$ cat config.mk
export PLATFORM = sky130hd
export DESIGN_NAME = clock_div_flat
export DESIGN_NICKNAME = d
export VERILOG_FILES = /design/src/rtl/clock_div_if.sv /design/src/rtl/clock_div.sv /design/src/flat_wrapper.sv
export SDC_FILE = /design/constraint.sdc
export NUM_CORES = 1
export LEC_CHECK = 0
export CORE_UTILIZATION = 41
export CTS_CLUSTER_SIZE = 12
export DETAILED_ROUTE_END_ITERATION = 16
export MAX_ROUTING_LAYER = met4
export PLACE_DENSITY = 0.6
export SETUP_SLACK_MARGIN = 0.15
export SKIP_LAST_GASP = 1
export SYNTH_ARGS = -nofsm -noshare
export SYNTH_HDL_FRONTEND = slang
export SYNTH_SLANG_ARGS = --single-unit
$ cat constraint.sdc
create_clock -name clkin -period 2.1 [get_ports clkin]
set_input_delay 0.21 -clock clkin [delete_from_list [all_inputs] [get_ports clkin]]
set_output_delay 0.21 -clock clkin [all_outputs]
set_load 0.02 [all_outputs]
$ cat src/rtl/clock_div_if.sv
// clock_div_if: divided-clock outputs of clock_div bundled for the consumer.
// tick travels with clkout only when CLOCKDIV_TICK_EN is defined.
interface clock_div_if;
    logic clkout;
`ifdef CLOCKDIV_TICK_EN
    logic tick;
    modport master (output clkout, output tick);
    modport slave  (input  clkout, input  tick);
`else
    modport master (output clkout);
    modport slave  (input  clkout);
`endif
endinterface

$ cat src/rtl/clock_div.sv
// clock_div: integer divider producing a registered square wave of period DIV clkin cycles.
// Optional single-cycle end-of-period tick when CLOCKDIV_TICK_EN is defined.
module clock_div #(
    parameter int DIV = 10000
) (
    input  logic               clkin,
    input  logic               rst,
    clock_div_if.master        o_bus
);
    localparam int CW = $clog2(DIV);
    localparam logic [CW-1:0] LOW  = CW'(DIV - DIV / 2);
    localparam logic [CW-1:0] LAST = CW'(DIV - 1);

    if (DIV < 2) begin : g_bad_div
        $error("clock_div: DIV must be >= 2");
    end

    logic [CW-1:0] r_cnt;
    logic [CW-1:0] w_cnt_nxt;
    logic          r_clkout;

    assign w_cnt_nxt = (r_cnt == LAST) ? '0 : r_cnt + 1'b1;

    // outputs are decoded from the next count so they align with r_cnt without a comb path
    always_ff @(posedge clkin) begin
        if (rst) begin
            r_cnt    <= '0;
            r_clkout <= 1'b0;
        end else begin
            r_cnt    <= w_cnt_nxt;
            r_clkout <= (w_cnt_nxt >= LOW);
        end
    end

    assign o_bus.clkout = r_clkout;

`ifdef CLOCKDIV_TICK_EN
    logic r_tick;

    always_ff @(posedge clkin) begin
        if (rst) r_tick <= 1'b0;
        else     r_tick <= (w_cnt_nxt == LAST);
    end

    assign o_bus.tick = r_tick;
`endif
endmodule

$ cat src/flat_wrapper.sv
// flat-port wrapper written by rule: the top's interface ports become plain ports
module clock_div_flat 
#(
    parameter int DIV = 10000
)
  (clkin, rst, o_bus_clkout);
  clock_div_if o_bus_i ();
  input  logic clkin;
  input  logic rst;
  output wire logic [$bits(o_bus_i.clkout)-1:0] o_bus_clkout;
  assign o_bus_clkout = o_bus_i.clkout;
  clock_div #(.DIV(DIV)) u_core (.clkin(clkin), .rst(rst), .o_bus(o_bus_i));
endmodule
==> flow_metrics.tcl <==
set metrics [dict create \
    dr.first_iter.drc_count 8 \
    core_area_um2 1750 \
    fin_worst_skew_ns 0.00536 \
    use_met3 0.0476 \
    holdWs_ns 0.477 \
    synthToLayoutAreaGrowth_pct 11.0 \
    drcViolationCount 0 \
    yosys_warnings 0 \
    postCtsResizedCells 0 \
    port_buffers 2 \
    slew_headroom 0.751 \
    cts.clk_slew.worst_paths_ns 0.09 \
    tightest_slew_ns 0.370 \
    clk-insertion-delay-late_ns 0.29 \
    grt-busiest-layer "met1" \
    place_inst 112 \
    critPathMaxFanout 6 \
    grt_max_degree 9 \
    cts-htree-levels 1 \
    wl_per_cell_um 12.6 \
    synth_seq_cells 15 \
    ioPinCount 3 \
    die_area_um2 2060 \
    p_leak_nw 0.272 \
    worst-path-buf-inv 0 \
    cap_violations 0 \
    synth_cells 85 \
    path_cells "or4b_4 > nor4_4 > o2bb2ai_2 > a211oi_2 > a21oi_1" \
    drive_above_1_share 0.143 \
    hold_buffers 0 \
    slowest_stage "or4b_4" \
    hold_class "register to register" \
    place_congestion 0.878 \
    max_stage_delay_ns 0.57 \
    row_count 15 \
    ys_seq_area_frac 0.388 \
    nFillCells 170 \
    syn_area_per_cell_um2 9.10 \
    path_delay_family "simple AND/OR/NAND/NOR gates" \
    drtPass1Iterations 4 \
    die_w_um 45.4 \
    via_per_inst 5.28 \
    synth_area_leaders "dfxtp_1 39%, xnor2_1 9.1%, nor2_1 7.8%" \
    setup_viol 0 \
    cts.sinks 15 \
    final_cell_mix "16 x nor2_1, 15 x dfxtp_1, 8 x xnor2_1" \
    peakVddDrop_mv 0.195 \
    grtUsageMet1 0.261 \
    vias 613 \
    clock_path_buffers 2 \
    yosys.area.top_type_share 0.388 \
    ys_types 34 \
    synth.cell_area_um2 773 \
    finalHoldViolCount 0 \
    cp-start-kind "register" \
    final_common_cell "nor2_1" \
    grt_pass1_wl_mm 2.65 \
    drtAntennaViolNets 0 \
    grtUsageTotal 0.192 \
    grt_pass1_vias 587 \
    fin_ws_ns 0.324 \
    timing.setup.tns_ns 0 \
    antenna_found_initial 0 \
    cts_buffers 3 \
    status "finished, final reports clean" \
    grt_util_met2 0.237 \
    rsz0062_at_grt "no" \
    cts_setup_buffers 0 \
    fin_crit_ns 1.78 \
    wl_mm 1.46 \
    nNetsFinal 95 \
    diodes 0 \
    cts_tree "built" \
    root_buffer "clkbuf_4" \
    post-route-period-util 0.846 \
    power.density_nw_per_um2 557 \
    start_util 0.443 \
    power.total_uw 478 \
    report.final.slew_viol_count 0 \
    syn-num-nets 88 \
    gr-total-overflow 0 \
    die_y_um 45.4 \
    max_freq_mhz 563 \
    endpoint_kind "register" \
    dp_slack_ns 0.308 \
    crit_type "register to register" \
    synth_top_cell_by_area "dfxtp_1" \
    hpwlAfterDp_mm 1.09 \
    stdcell_count 116 \
    crit_arrival_ns 1.96 \
    cp.required_ns 2.28 \
]
## cell type report
cell class / count / area [um2] / share of cell area
Multi-Input combinational cell: 66 / 462 / 0.538
Sequential cell: 15 / 300 / 0.350
Tap cell: 25 / 31.3 / 0.0364
Timing Repair Buffer: 3 / 27.5 / 0.0321
Clock buffer: 4 / 26.3 / 0.0306
Inverter: 3 / 11.3 / 0.0131
## stage by stage
step	util	area, um2
after floorplan	-	773
after global placement	0.474	827
after detailed placement	0.474	827
after CTS	0.489	853
after global routing	0.492	858
final	0.492	858
## cell usage after synthesis, drive strengths merged
master   count
o311a        1
a211o        1
or3          2
o21bai       1
o31ai        1
nor4         2
nand2b       1
and3b        1
a21oi        2
nand3        4
xor2         2
a21boi       1
o41ai        1
or2          1
ha           1
mux2i        1
or4b         1
nor2        16
xnor2        8
o21a         1
nand2        3
inv          3
o2bb2ai      1
nand4        4
o21ai        2
buf          1
nor3         4
dfxtp       15
a211oi       1
and2         2
## final timing paths
check | endpoint | slack, ns | cells after the start | start
setup / recovery | u_core.o_bus.clkout | 0.32 | 5 | u_core.r_cnt[11]
hold reg to reg | u_core.r_cnt[0] | 0.48 | 1 | u_core.r_cnt[0]
hold / removal | u_core.r_cnt[0] | 0.48 | 1 | u_core.r_cnt[0]
setup reg to reg | u_core.o_bus.clkout | 0.32 | 5 | u_core.r_cnt[11]
## power breakdown
part / internal (mW) / switching [mW] / total [mW]
clock: 0.0740 / 0.0944 / 0.168
sequential: 0.289 / 0.00494 / 0.294
combinational: 0.00723 / 0.00853 / 0.0158
total: 0.370 / 0.108 / 0.478
## per-layer routing
layer	vias up	wire (um)
li1	314	-
met1	279	722
met2	13	611
met3	7	67
met4	0	61
met5	-	0
## logic make-up after synthesis
kind of cell    Yosys count  share of synthesized area
simple gates             41                      0.312
flops                    15                      0.388
compound gates           13                      0.136
xor+xnor                 10                      0.113
buf+inv                   4                     0.0210
mux                       1                     0.0129
fa+ha+maj                 1                     0.0162
## worst register-to-register path: cells and delay by family, from the launching register on
| kind | cells | cell delay (ns) |
|---|---|---|
| and+or+nand+nor | 2 | 0.92 |
| AOI/OAI and AO/OA | 3 | 0.39 |
| DFF | 1 | 0.37 |
## flip-flops by register name, summed over array words and instances (netlist names)
signal / count
u_core.o_bus.clkout: 1
u_core.r_cnt: 14
Note: power is estimated with default switching activity, not from simulation.
